### src/rtl/memory_arbiter_pkg.sv
// rtl/memory_arbiter_pkg.sv - state encoding, requester IDs and wait-counter width for memory_arbiter
package memory_arbiter_pkg;

  // Arbiter FSM states
  localparam logic [1:0] ST_IDLE   = 2'd0;
  localparam logic [1:0] ST_ACCESS = 2'd1;
  localparam logic [1:0] ST_DONE   = 2'd2;

  // Requester identifiers, also the encoding of the last-grant flag
  localparam logic REQ_CPU    = 1'b0;
  localparam logic REQ_LOADER = 1'b1;

  // Wait-state counter sized for the largest supported WAIT_STATES value
  localparam int WAIT_STATES_MAX = 15;
  localparam int WAIT_CNT_W      = $clog2(WAIT_STATES_MAX + 1);

  typedef logic [WAIT_CNT_W-1:0] wait_cnt_t;

endpackage

### src/rtl/memory_arbiter_if.sv
// rtl/memory_arbiter_if.sv - CPU, loader and memory-side signals of memory_arbiter
interface memory_arbiter_if #(
  parameter int DATAWIDTH_BUS     = 32,
  parameter int DATAWIDTH_MEMADDR = 12
);

  logic                         MEMORY_ARBITER_CpuRD_In;
  logic                         MEMORY_ARBITER_CpuWR_In;
  logic [DATAWIDTH_BUS-1:0]     MEMORY_ARBITER_CpuAddress_InBus;
  logic [DATAWIDTH_BUS-1:0]     MEMORY_ARBITER_CpuData_InBus;
  logic                         MEMORY_ARBITER_CpuAck_Out;
  logic                         MEMORY_ARBITER_LoaderReq_In;
  logic                         MEMORY_ARBITER_LoaderWE_In;
  logic [DATAWIDTH_MEMADDR-1:0] MEMORY_ARBITER_LoaderAddress_InBus;
  logic [DATAWIDTH_BUS-1:0]     MEMORY_ARBITER_LoaderData_InBus;
  logic                         MEMORY_ARBITER_LoaderAck_Out;
  logic [DATAWIDTH_BUS-1:0]     MEMORY_ARBITER_ReadData_OutBus;
  logic [DATAWIDTH_MEMADDR-1:0] MEMORY_ARBITER_MemAddress_OutBus;
  logic [DATAWIDTH_BUS-1:0]     MEMORY_ARBITER_MemData_OutBus;
  logic                         MEMORY_ARBITER_MemRE_Out;
  logic                         MEMORY_ARBITER_MemWE_Out;
  logic [DATAWIDTH_BUS-1:0]     MEMORY_ARBITER_MemData_InBus;

  // Requesters and the memory model drive requests and read data
  modport master (
    output MEMORY_ARBITER_CpuRD_In, MEMORY_ARBITER_CpuWR_In,
    output MEMORY_ARBITER_CpuAddress_InBus, MEMORY_ARBITER_CpuData_InBus,
    output MEMORY_ARBITER_LoaderReq_In, MEMORY_ARBITER_LoaderWE_In,
    output MEMORY_ARBITER_LoaderAddress_InBus, MEMORY_ARBITER_LoaderData_InBus,
    output MEMORY_ARBITER_MemData_InBus,
    input  MEMORY_ARBITER_CpuAck_Out, MEMORY_ARBITER_LoaderAck_Out,
    input  MEMORY_ARBITER_ReadData_OutBus, MEMORY_ARBITER_MemAddress_OutBus,
    input  MEMORY_ARBITER_MemData_OutBus, MEMORY_ARBITER_MemRE_Out,
    input  MEMORY_ARBITER_MemWE_Out
  );

  // The arbiter itself
  modport slave (
    input  MEMORY_ARBITER_CpuRD_In, MEMORY_ARBITER_CpuWR_In,
    input  MEMORY_ARBITER_CpuAddress_InBus, MEMORY_ARBITER_CpuData_InBus,
    input  MEMORY_ARBITER_LoaderReq_In, MEMORY_ARBITER_LoaderWE_In,
    input  MEMORY_ARBITER_LoaderAddress_InBus, MEMORY_ARBITER_LoaderData_InBus,
    input  MEMORY_ARBITER_MemData_InBus,
    output MEMORY_ARBITER_CpuAck_Out, MEMORY_ARBITER_LoaderAck_Out,
    output MEMORY_ARBITER_ReadData_OutBus, MEMORY_ARBITER_MemAddress_OutBus,
    output MEMORY_ARBITER_MemData_OutBus, MEMORY_ARBITER_MemRE_Out,
    output MEMORY_ARBITER_MemWE_Out
  );

endinterface

### src/rtl/memory_arbiter_grant.sv
// rtl/memory_arbiter_grant.sv - winner selection and owner/last-grant register (MEMORY_ARBITER_ROUND_ROBIN_EN selects round robin)
module memory_arbiter_grant
  import memory_arbiter_pkg::*;
(
  input  logic clk_i,
  input  logic rst_i,
  input  logic cpu_req_i,
  input  logic loader_req_i,
  input  logic grant_i,
  output logic winner_o,
  output logic owner_o
);

  // Owner of the transaction in flight; it holds the previous winner
  // between grants, so in round-robin builds it is also the last-grant flag.
  logic owner_q, owner_d;

`ifdef MEMORY_ARBITER_ROUND_ROBIN_EN
  // On a tie, hand the memory to whoever was not served last
  always_comb begin
    if (cpu_req_i && loader_req_i) begin
      winner_o = (owner_q == REQ_LOADER) ? REQ_CPU : REQ_LOADER;
    end else begin
      winner_o = cpu_req_i ? REQ_CPU : REQ_LOADER;
    end
  end
`else
  // Fixed priority: the loader only wins when the CPU is not asking
  always_comb begin
    winner_o = (cpu_req_i || !loader_req_i) ? REQ_CPU : REQ_LOADER;
  end
`endif

  // Capture the winner at each grant
  always_comb begin
    owner_d = grant_i ? winner_o : owner_q;
  end

  // Owner register; LOADER at reset so the CPU wins the first tie
  always_ff @(posedge clk_i) begin
    if (rst_i) begin
      owner_q <= REQ_LOADER;
    end else begin
      owner_q <= owner_d;
    end
  end

  assign owner_o = owner_q;

endmodule

### src/rtl/memory_arbiter.sv
// rtl/memory_arbiter.sv - CPU/loader arbiter for the single-port main memory (MEMORY_ARBITER_ROUND_ROBIN_EN enables round robin)
module memory_arbiter
  import memory_arbiter_pkg::*;
#(
  parameter int DATAWIDTH_BUS     = 32,
  parameter int DATAWIDTH_MEMADDR = 12,
  parameter int WAIT_STATES       = 2
) (
  input logic             MEMORY_ARBITER_CLOCK_50,
  input logic             MEMORY_ARBITER_ResetInHigh_In,
  memory_arbiter_if.slave bus
);

  logic [1:0]                   state_q, state_d;
  wait_cnt_t                    wait_q, wait_d;
  logic [DATAWIDTH_MEMADDR-1:0] addr_q, addr_d;
  logic [DATAWIDTH_BUS-1:0]     wdata_q, wdata_d;
  logic [DATAWIDTH_BUS-1:0]     rdata_q, rdata_d;
  logic                         re_q, re_d;
  logic                         we_q, we_d;
  logic                         cpu_ack_q, cpu_ack_d;
  logic                         loader_ack_q, loader_ack_d;

  logic                         cpu_req;
  logic                         loader_req;
  logic                         grant;
  logic                         winner;
  logic                         owner;
  logic [DATAWIDTH_MEMADDR-1:0] cpu_word_addr;
  logic                         unused_cpu_addr_bits;

  assign cpu_req    = bus.MEMORY_ARBITER_CpuRD_In | bus.MEMORY_ARBITER_CpuWR_In;
  assign loader_req = bus.MEMORY_ARBITER_LoaderReq_In;
  assign grant      = (state_q == ST_IDLE) && (cpu_req || loader_req);

  // CPU issues byte addresses; memory is word addressed
  assign cpu_word_addr = bus.MEMORY_ARBITER_CpuAddress_InBus[DATAWIDTH_MEMADDR+1:2];
  assign unused_cpu_addr_bits =
    ^{bus.MEMORY_ARBITER_CpuAddress_InBus[DATAWIDTH_BUS-1:DATAWIDTH_MEMADDR+2],
      bus.MEMORY_ARBITER_CpuAddress_InBus[1:0]};

  memory_arbiter_grant u_grant (
    .clk_i        (MEMORY_ARBITER_CLOCK_50),
    .rst_i        (MEMORY_ARBITER_ResetInHigh_In),
    .cpu_req_i    (cpu_req),
    .loader_req_i (loader_req),
    .grant_i      (grant),
    .winner_o     (winner),
    .owner_o      (owner)
  );

  // Sequencing IDLE -> ACCESS (strobes, wait states) -> DONE (ack) -> IDLE;
  // the strobe registers double as the latched direction of the access.
  always_comb begin
    state_d      = state_q;
    wait_d       = wait_q;
    addr_d       = addr_q;
    wdata_d      = wdata_q;
    rdata_d      = rdata_q;
    re_d         = re_q;
    we_d         = we_q;
    cpu_ack_d    = 1'b0;
    loader_ack_d = 1'b0;
    case (state_q)
      ST_IDLE: begin
        if (grant) begin
          state_d = ST_ACCESS;
          wait_d  = wait_cnt_t'(WAIT_STATES);
          if (winner == REQ_CPU) begin
            addr_d  = cpu_word_addr;
            wdata_d = bus.MEMORY_ARBITER_CpuData_InBus;
            we_d    = bus.MEMORY_ARBITER_CpuWR_In;
            re_d    = ~bus.MEMORY_ARBITER_CpuWR_In;
          end else begin
            addr_d  = bus.MEMORY_ARBITER_LoaderAddress_InBus;
            wdata_d = bus.MEMORY_ARBITER_LoaderData_InBus;
            we_d    = bus.MEMORY_ARBITER_LoaderWE_In;
            re_d    = ~bus.MEMORY_ARBITER_LoaderWE_In;
          end
        end
      end
      ST_ACCESS: begin
        if (wait_q == '0) begin
          state_d = ST_DONE;
          re_d    = 1'b0;
          we_d    = 1'b0;
          if (re_q) begin
            rdata_d = bus.MEMORY_ARBITER_MemData_InBus;
          end
          if (owner == REQ_CPU) begin
            cpu_ack_d = 1'b1;
          end else begin
            loader_ack_d = 1'b1;
          end
        end else begin
          wait_d = wait_q - wait_cnt_t'(1);
        end
      end
      ST_DONE: begin
        state_d = ST_IDLE;
      end
      default: begin
        state_d = ST_IDLE;
      end
    endcase
  end

  // State and registered outputs; reset aborts any transaction in flight
  always_ff @(posedge MEMORY_ARBITER_CLOCK_50) begin
    if (MEMORY_ARBITER_ResetInHigh_In) begin
      state_q      <= ST_IDLE;
      wait_q       <= '0;
      addr_q       <= '0;
      wdata_q      <= '0;
      rdata_q      <= '0;
      re_q         <= 1'b0;
      we_q         <= 1'b0;
      cpu_ack_q    <= 1'b0;
      loader_ack_q <= 1'b0;
    end else begin
      state_q      <= state_d;
      wait_q       <= wait_d;
      addr_q       <= addr_d;
      wdata_q      <= wdata_d;
      rdata_q      <= rdata_d;
      re_q         <= re_d;
      we_q         <= we_d;
      cpu_ack_q    <= cpu_ack_d;
      loader_ack_q <= loader_ack_d;
    end
  end

  assign bus.MEMORY_ARBITER_MemAddress_OutBus = addr_q;
  assign bus.MEMORY_ARBITER_MemData_OutBus    = wdata_q;
  assign bus.MEMORY_ARBITER_MemRE_Out         = re_q;
  assign bus.MEMORY_ARBITER_MemWE_Out         = we_q;
  assign bus.MEMORY_ARBITER_ReadData_OutBus   = rdata_q;
  assign bus.MEMORY_ARBITER_CpuAck_Out        = cpu_ack_q;
  assign bus.MEMORY_ARBITER_LoaderAck_Out     = loader_ack_q;

endmodule

### src/flat_wrapper.sv
// flat-port wrapper written by rule: the top's interface ports become plain ports
module memory_arbiter_flat import memory_arbiter_pkg::*;
#(
  parameter int DATAWIDTH_BUS     = 32,
  parameter int DATAWIDTH_MEMADDR = 12,
  parameter int WAIT_STATES       = 2
)
  (MEMORY_ARBITER_CLOCK_50, MEMORY_ARBITER_ResetInHigh_In, bus_MEMORY_ARBITER_CpuRD_In, bus_MEMORY_ARBITER_CpuWR_In, bus_MEMORY_ARBITER_CpuAddress_InBus, bus_MEMORY_ARBITER_CpuData_InBus, bus_MEMORY_ARBITER_LoaderReq_In, bus_MEMORY_ARBITER_LoaderWE_In, bus_MEMORY_ARBITER_LoaderAddress_InBus, bus_MEMORY_ARBITER_LoaderData_InBus, bus_MEMORY_ARBITER_MemData_InBus, bus_MEMORY_ARBITER_CpuAck_Out, bus_MEMORY_ARBITER_LoaderAck_Out, bus_MEMORY_ARBITER_ReadData_OutBus, bus_MEMORY_ARBITER_MemAddress_OutBus, bus_MEMORY_ARBITER_MemData_OutBus, bus_MEMORY_ARBITER_MemRE_Out, bus_MEMORY_ARBITER_MemWE_Out);
  memory_arbiter_if #(.DATAWIDTH_BUS(DATAWIDTH_BUS), .DATAWIDTH_MEMADDR(DATAWIDTH_MEMADDR)) bus_i ();
  input logic MEMORY_ARBITER_CLOCK_50;
  input logic MEMORY_ARBITER_ResetInHigh_In;
  input wire logic [$bits(bus_i.MEMORY_ARBITER_CpuRD_In)-1:0] bus_MEMORY_ARBITER_CpuRD_In;
  input wire logic [$bits(bus_i.MEMORY_ARBITER_CpuWR_In)-1:0] bus_MEMORY_ARBITER_CpuWR_In;
  input wire logic [$bits(bus_i.MEMORY_ARBITER_CpuAddress_InBus)-1:0] bus_MEMORY_ARBITER_CpuAddress_InBus;
  input wire logic [$bits(bus_i.MEMORY_ARBITER_CpuData_InBus)-1:0] bus_MEMORY_ARBITER_CpuData_InBus;
  input wire logic [$bits(bus_i.MEMORY_ARBITER_LoaderReq_In)-1:0] bus_MEMORY_ARBITER_LoaderReq_In;
  input wire logic [$bits(bus_i.MEMORY_ARBITER_LoaderWE_In)-1:0] bus_MEMORY_ARBITER_LoaderWE_In;
  input wire logic [$bits(bus_i.MEMORY_ARBITER_LoaderAddress_InBus)-1:0] bus_MEMORY_ARBITER_LoaderAddress_InBus;
  input wire logic [$bits(bus_i.MEMORY_ARBITER_LoaderData_InBus)-1:0] bus_MEMORY_ARBITER_LoaderData_InBus;
  input wire logic [$bits(bus_i.MEMORY_ARBITER_MemData_InBus)-1:0] bus_MEMORY_ARBITER_MemData_InBus;
  output wire logic [$bits(bus_i.MEMORY_ARBITER_CpuAck_Out)-1:0] bus_MEMORY_ARBITER_CpuAck_Out;
  output wire logic [$bits(bus_i.MEMORY_ARBITER_LoaderAck_Out)-1:0] bus_MEMORY_ARBITER_LoaderAck_Out;
  output wire logic [$bits(bus_i.MEMORY_ARBITER_ReadData_OutBus)-1:0] bus_MEMORY_ARBITER_ReadData_OutBus;
  output wire logic [$bits(bus_i.MEMORY_ARBITER_MemAddress_OutBus)-1:0] bus_MEMORY_ARBITER_MemAddress_OutBus;
  output wire logic [$bits(bus_i.MEMORY_ARBITER_MemData_OutBus)-1:0] bus_MEMORY_ARBITER_MemData_OutBus;
  output wire logic [$bits(bus_i.MEMORY_ARBITER_MemRE_Out)-1:0] bus_MEMORY_ARBITER_MemRE_Out;
  output wire logic [$bits(bus_i.MEMORY_ARBITER_MemWE_Out)-1:0] bus_MEMORY_ARBITER_MemWE_Out;
  assign bus_i.MEMORY_ARBITER_CpuRD_In = bus_MEMORY_ARBITER_CpuRD_In;
  assign bus_i.MEMORY_ARBITER_CpuWR_In = bus_MEMORY_ARBITER_CpuWR_In;
  assign bus_i.MEMORY_ARBITER_CpuAddress_InBus = bus_MEMORY_ARBITER_CpuAddress_InBus;
  assign bus_i.MEMORY_ARBITER_CpuData_InBus = bus_MEMORY_ARBITER_CpuData_InBus;
  assign bus_i.MEMORY_ARBITER_LoaderReq_In = bus_MEMORY_ARBITER_LoaderReq_In;
  assign bus_i.MEMORY_ARBITER_LoaderWE_In = bus_MEMORY_ARBITER_LoaderWE_In;
  assign bus_i.MEMORY_ARBITER_LoaderAddress_InBus = bus_MEMORY_ARBITER_LoaderAddress_InBus;
  assign bus_i.MEMORY_ARBITER_LoaderData_InBus = bus_MEMORY_ARBITER_LoaderData_InBus;
  assign bus_i.MEMORY_ARBITER_MemData_InBus = bus_MEMORY_ARBITER_MemData_InBus;
  assign bus_MEMORY_ARBITER_CpuAck_Out = bus_i.MEMORY_ARBITER_CpuAck_Out;
  assign bus_MEMORY_ARBITER_LoaderAck_Out = bus_i.MEMORY_ARBITER_LoaderAck_Out;
  assign bus_MEMORY_ARBITER_ReadData_OutBus = bus_i.MEMORY_ARBITER_ReadData_OutBus;
  assign bus_MEMORY_ARBITER_MemAddress_OutBus = bus_i.MEMORY_ARBITER_MemAddress_OutBus;
  assign bus_MEMORY_ARBITER_MemData_OutBus = bus_i.MEMORY_ARBITER_MemData_OutBus;
  assign bus_MEMORY_ARBITER_MemRE_Out = bus_i.MEMORY_ARBITER_MemRE_Out;
  assign bus_MEMORY_ARBITER_MemWE_Out = bus_i.MEMORY_ARBITER_MemWE_Out;
  memory_arbiter #(.DATAWIDTH_BUS(DATAWIDTH_BUS), .DATAWIDTH_MEMADDR(DATAWIDTH_MEMADDR), .WAIT_STATES(WAIT_STATES)) u_core (.MEMORY_ARBITER_CLOCK_50(MEMORY_ARBITER_CLOCK_50), .MEMORY_ARBITER_ResetInHigh_In(MEMORY_ARBITER_ResetInHigh_In), .bus(bus_i));
endmodule
### config.mk
export PLATFORM = sky130hd
export DESIGN_NAME = memory_arbiter_flat
export DESIGN_NICKNAME = d
export VERILOG_FILES = /design/src/rtl/memory_arbiter_pkg.sv /design/src/rtl/memory_arbiter_if.sv /design/src/rtl/memory_arbiter_grant.sv /design/src/rtl/memory_arbiter.sv /design/src/flat_wrapper.sv
export SDC_FILE = /design/constraint.sdc
export NUM_CORES = 1
export LEC_CHECK = 0
export CELL_PAD_IN_SITES_DETAIL_PLACEMENT = 1
export CELL_PAD_IN_SITES_GLOBAL_PLACEMENT = 2
export CORE_MARGIN = 3
export CORE_UTILIZATION = 19
export CTS_CLUSTER_SIZE = 20
export DETAILED_ROUTE_END_ITERATION = 8
export PLACE_DENSITY_LB_ADDON = 0.1
export SKIP_CTS_REPAIR_TIMING = 1
export SYNTH_ARGS = -nofsm -noshare
export SYNTH_HDL_FRONTEND = slang
export SYNTH_HIERARCHICAL = 1
export SYNTH_SLANG_ARGS = --single-unit
### constraint.sdc
create_clock -name MEMORY_ARBITER_CLOCK_50 -period 1.81 [get_ports MEMORY_ARBITER_CLOCK_50]
set_input_delay 0.4525 -clock MEMORY_ARBITER_CLOCK_50 [delete_from_list [all_inputs] [get_ports MEMORY_ARBITER_CLOCK_50]]
set_output_delay 0.4525 -clock MEMORY_ARBITER_CLOCK_50 [all_outputs]
set_load 0.005 [all_outputs]
Word level (Yosys, flattened, before mapping)

Cells that the tools add are included.
W data, S select, Z words.

Equality and inequality tests: 4
Bitwise gates (word level): 5
Muxes and demuxes: 18
Reductions and logical operators: 13
Add/subtract/negate cells: 1

Operator list:

| kind                  | number |
|---|---|
| $mux W32              | 1 |
| $mux W12              | 1 |
| $reduce_and A3 Y1     | 3 |
| $mux W1               | 8 |
| $mux W4               | 2 |
| $pmux W4 S2           | 1 |
| $logic_not A4 Y1      | 1 |
| $mux W2               | 2 |
| $ne A2 B2 Y1 const B  | 2 |
| $not A1 Y1            | 4 |
| $pmux W1 S2           | 2 |
| $pmux W2 S2           | 1 |
| $reduce_and A2 Y1     | 2 |
| $sub A4 B1 Y4 const B | 1 |
| $reduce_or A3 Y1      | 1 |
| $eq A2 B1 Y1 const B  | 1 |
| $logic_not A2 Y1      | 1 |
| $logic_or A1 B1 Y1    | 2 |
| $ne A2 B1 Y1 const B  | 1 |
| $reduce_bool A2 Y1    | 1 |
| $logic_and A1 B1 Y1   | 1 |
| $logic_not A1 Y1      | 1 |
| $or A1 B1 Y1          | 1 |

Output and inout port bits: 80
Register bits: 87
Input bits: 146

Logic depth before layout (Yosys ltp)

Depth after elaboration: 5
Gate-level depth with buffers: 7
Mapped depth without buffers: 5

Modules after synthesis

The synthesis kept the hierarchy.

By module, submodules not included:

| module               | cells an instance | area an instance (um^2) | seq. area each (um^2) | times used |
|---|---|---|---|---|
| memory_arbiter       | 405               | 4005.1                  | 1721.7                | 1 |
| memory_arbiter_grant | 4                 | 48.8                    | 20.0                  | 1 |

Least setup slack after synthesis

OpenSTA, ideal clock, no wires.

Path type: input to register
From: input port bus_MEMORY_ARBITER_CpuWR_In
To: register u_core.addr_q[0] (netlist: u_core/bus.MEMORY_ARBITER_MemAddress_OutBus[0])
Setup time: 0.146 ns
Buffers on the path: 2
Setup slack: 0.016 ns
Arrival time: 1.648 ns
Required time: 1.664 ns
Cell stages on the path: 6
Cell sequence: or2_2 > nor2b_4 > buf_2 > buf_2 > mux2i_1 > a211oi_2

Longest elaborated chain between the ends: 4
Elaborated cells between the ends (all ways): 6

RTL lines:

| element                     | line                  | RTL |
|---|---|---|
| start, declared             | flat_wrapper.sv:13    | `input wire logic [$bits(bus_i.MEMORY_ARBITER_CpuWR_In)-1:0] bus_MEMORY_ARBITER_CpuWR_In;` |
| $or A1 B1 Y1 (*)            | memory_arbiter.sv:32  | `assign cpu_req = bus.MEMORY_ARBITER_CpuRD_In \| bus.MEMORY_ARBITER_CpuWR_In;` |
| $logic_or A1 B1 Y1          | memory_arbiter.sv:34  | `assign grant = (state_q == ST_IDLE) && (cpu_req \|\| loader_req);` |
| $logic_and A1 B1 Y1         | memory_arbiter.sv:34  |  |
| $reduce_and A2 Y1 (no line) | --                    |  |
| end signal, assigned        | memory_arbiter.sv:123 | `addr_q <= addr_d;` |
| end, declared               | memory_arbiter.sv:16  | `logic [DATAWIDTH_MEMADDR-1:0] addr_q, addr_d;` |

Mark *: on every way between the ends. The rest lies on a longest branch, timed or not.
A chain may end at the register's enable or synchronous reset.

Worst setup path after layout

From: input port bus_MEMORY_ARBITER_CpuWR_In
To: register u_core.re_q (netlist: u_core/bus.MEMORY_ARBITER_MemRE_Out)

Longest elaborated chain between the ends: 5
Elaborated cells between the ends (all ways): 10

RTL lines:

| element                                                 | line                                             | RTL |
|---|---|---|
| $or A1 B1 Y1 (*)                                        | memory_arbiter.sv:32                             |  |
| via u_core.cpu_req                                      | memory_arbiter.sv:24                             | `logic cpu_req;` |
| $logic_or A1 B1 Y1, on equally long branches            | memory_arbiter_grant.sv:30, memory_arbiter.sv:34 |  |
| $mux W1 / $logic_and A1 B1 Y1 (equally long branches)   | memory_arbiter.sv:69, memory_arbiter.sv:34       |  |
| $mux W1 / $ne A2 B2 Y1 (equally long branches)          | --                                               |  |
| $pmux W1 S2 / $reduce_and A3 Y1 (equally long branches) | --                                               |  |
| end signal, assigned                                    | memory_arbiter.sv:126                            | `re_q <= re_d;` |
| end, declared                                           | memory_arbiter.sv:19                             | `logic re_q, re_d;` |

The timed path passes the listed nets; every way through them passes the cells marked *. The select of a mux whose other input is x is not followed.

==> results.sh <==
export IMPL_status="finished clean"
export IMPL_syn_to_final_growth_pct=75.93
export IMPL_fin_area_mm2=0.007132
export IMPL_grt_pass1_vias=4270
export IMPL_grt_pass1_wl_um=25130
export IMPL_finalCriticalPeriod_ps=1792
export IMPL_finalClockSkew_ps=5.495
export IMPL_nets=757
export IMPL_p_leak_uw=0.002432
export IMPL_setup_viol=0
export IMPL_path_max_fanout=3
export IMPL_ctsLongestPathBuffers=2
export IMPL_start_kind="primary input"
export IMPL_syn_avg_cell_area_um2=9.912
export IMPL_peakVddDrop_v=0.0003916
export IMPL_synth_cells=409
export IMPL_hold_class="flop to flop"
export IMPL_async_reset_ff_frac=0
export IMPL_multi_input_area_mm2=0.002097
export IMPL_worst_pin_slew_ps=420.7
export IMPL_die_area_mm2=0.02313
export IMPL_ant_nets=0
export IMPL_cp_required_ps=2100
export IMPL_ios=226
export IMPL_fin_cells=883
export IMPL_reg2reg_slack_ps=190
export IMPL_min_delay_path_depth=1
export IMPL_cts_sinks=87
export IMPL_path_clk_slew_ps=60
export IMPL_cts_root_buf="clkbuf_16"
export IMPL_synthAdderAreaFrac=0.006173
export IMPL_num_rows=52
export IMPL_grt_antenna_before_repair=0
export IMPL_grtUsageTotal=0.1346
export IMPL_die_w_um=152.1
export IMPL_route_detailed_drc=0
export IMPL_synth_top_family_by_area="compound AO/OA/AOI/OAI gates"
export IMPL_drive_gt1_frac=0.2072
export IMPL_maxCapViolCount=0
export IMPL_vias=4054
export IMPL_drt_wl_total_um=16580
export IMPL_grt_overflow=0
export IMPL_grt_max_degree=46
export IMPL_regToRegEndpoint="u_core/bus.MEMORY_ARBITER_ReadData_OutBus[8]"
export IMPL_synth_distinct_cells=40
export IMPL_cts_buffers=9
export IMPL_critPathKind="primary input to flop"
export IMPL_rr_worst_depth=6
export IMPL_routabilityCongestion=0.7266
export IMPL_dp_hpwl_um=11090
export IMPL_endpoint_kind="flop"
export IMPL_clock_fmax_mhz=558.0
export IMPL_tritoncts="done"
export IMPL_fin_util=0.3458
export IMPL_drtIter0Drc=163
export IMPL_hold_viol=0
export IMPL_placed_cell_area_mm2=0.006541
export IMPL_synth_ff_type="dfxtp_1"
export IMPL_io_buffer_count=205
export IMPL_yosysSeqAreaShare=0.4296
export IMPL_nFillCells=2277
export IMPL_start_util=0.1966
export IMPL_syn_cell_area_mm2=0.004054
export IMPL_clkLatencyLatePin_ps=340
export IMPL_die_h_um=152.1
export IMPL_synthXorXnorAreaFrac=0
export IMPL_placed_cells=862
export IMPL_cp_data_arrival_time_ps=2080
export IMPL_ys_top_cells_by_area="dfxtp_1 (43%), mux2i_1 (11%), a311oi_1 (6.9%)"
export IMPL_synth_top_area_frac=0.4296
export IMPL_synth_largest_area_cell="dfxtp_1"
export IMPL_relSlewSlack=0.7196
export IMPL_synth_simple_area_share=0.04167
export IMPL_synth_compound_area_frac=0.3213
export IMPL_register_area_mm2=0.001742
export IMPL_holdWs_ps=430.3
export IMPL_yosys_warnings=6
export IMPL_ys_ff_latch=87
export IMPL_design_core_area_mm2=0.02062
export IMPL_viasPerCell=4.591
export IMPL_power_density_mw_per_mm2=901.1
export IMPL_fin_crit_sh=0.9901
export IMPL_synth_mux_area_frac=0.1114
export IMPL_synthTopCellsByCount="dfxtp_1 (87), a21oi_1 (46), mux2i_1 (44)"
export IMPL_drv_slew=0
export IMPL_firstDrtPassIters=4
export IMPL_n_antenna_cell=0
export IMPL_reg2reg_from="u_core/wait_q[0]"
export IMPL_rsz0062_at_grt="true"
export IMPL_whs_endpoint="u_core/bus.MEMORY_ARBITER_CpuAck_Out"
export IMPL_synth_net_count=557
export IMPL_synth_edff_count=0
export IMPL_yosysMostFrequentCell="dfxtp_1"
export IMPL_hp_start="u_core/u_grant/owner_o"
export IMPL_detail_route_wl_per_cell_um=18.77
export IMPL_htreeDepth=3
kinds of logic after synthesis:
kind of cell | Yosys count
flops | 87
compound gates | 164
simple gates | 27
fa+ha+maj | 2
buf+inv | 84
mux | 45
sequential cells by signal, indices dropped and copies added (netlist names), 2 cells and up:
register	count
u_core/bus.MEMORY_ARBITER_MemData_OutBus	32
u_core/bus.MEMORY_ARBITER_ReadData_OutBus	32
u_core/bus.MEMORY_ARBITER_MemAddress_OutBus	12
u_core/wait_q	4
u_core/state_q	2
per-stage QoR:
| step | power, uW | TNS (ps) | setup WS, ps |
|---|---|---|---|
| 5_1_grt | 6771 | -222.9 | -22.24 |
| 4_1_cts | 6468 | -431.2 | -49.06 |
| 3_3_place_gp | 4170 | -16300 | -373.2 |
| 6_report | 6426 | 0 | 17.85 |
| 3_5_place_dp | 4201 | -18380 | -421.9 |
| 2_1_floorplan | 3125 | 0 | 16.42 |
area by class of cell:
| type | instances | share of cell area |
|---|---|---|
| well taps | 270 | 0.04737 |
| multi-input cells | 238 | 0.2940 |
| repair buffers | 236 | 0.3460 |
| clock inverters | 3 | 0.01263 |
| clock buffers | 12 | 0.03596 |
| flip-flops and latches | 87 | 0.2442 |
| inverters | 37 | 0.01982 |
worst max-delay path, cell delays in order:
cell	delay (ps)
clkdlybuf4s50_1	460
or2_4	280
nor2b_4	140
buf_4	160
mux2_4	320
nor4_4	140
a41o_1	120
power breakdown:
group / total [uW] / internal, uW / switching (uW) / leakage, uW
Sequential: 2250 / 2130 / 122 / 0.000715
Clock: 2200 / 1420 / 783 / 0.000169
Combinational: 1970 / 1060 / 916 / 0.00155
worst max-delay path by stage:
stage,startpoint,end,slack (ps),depth (start not counted)
floorplan,bus_MEMORY_ARBITER_CpuWR_In,u_core/bus.MEMORY_ARBITER_MemAddress_OutBus[0],20,6
global placement,bus_MEMORY_ARBITER_CpuWR_In,u_core/bus.MEMORY_ARBITER_MemRE_Out,-370,6
detailed placement,bus_MEMORY_ARBITER_CpuWR_In,u_core/bus.MEMORY_ARBITER_MemAddress_OutBus[6],-420,6
CTS,bus_MEMORY_ARBITER_CpuRD_In,u_core/bus.MEMORY_ARBITER_MemData_OutBus[16],-50,7
global route,bus_MEMORY_ARBITER_CpuWR_In,u_core/bus.MEMORY_ARBITER_MemRE_Out,-20,7
finish,bus_MEMORY_ARBITER_CpuWR_In,u_core/bus.MEMORY_ARBITER_MemRE_Out,20,7
cell usage in the layout, fill, tap and decap left out, drive strengths merged, types with 4 or more instances in the layout:
| master | instances |
|---|---|
| dfxtp | 87 |
| inv | 36 |
| a311oi | 32 |
| clkbuf | 15 |
| a211oi | 45 |
| clkdlybuf4s50 | 204 |
| a31o | 32 |
| nand3 | 4 |
| buf | 29 |
| a21oi | 46 |
| nor2b | 4 |
| mux2i | 44 |
layer usage:
| layer | part of all wire | GRT usage |
|---|---|---|
| met4 | 0.010 | 0.03125 |
| met3 | 0.057 | 0.04892 |
| met2 | 0.47 | 0.2172 |
| met5 | 0 | 0 |
| met1 | 0.46 | 0.1725 |
(Power assumes the default switching activity.)
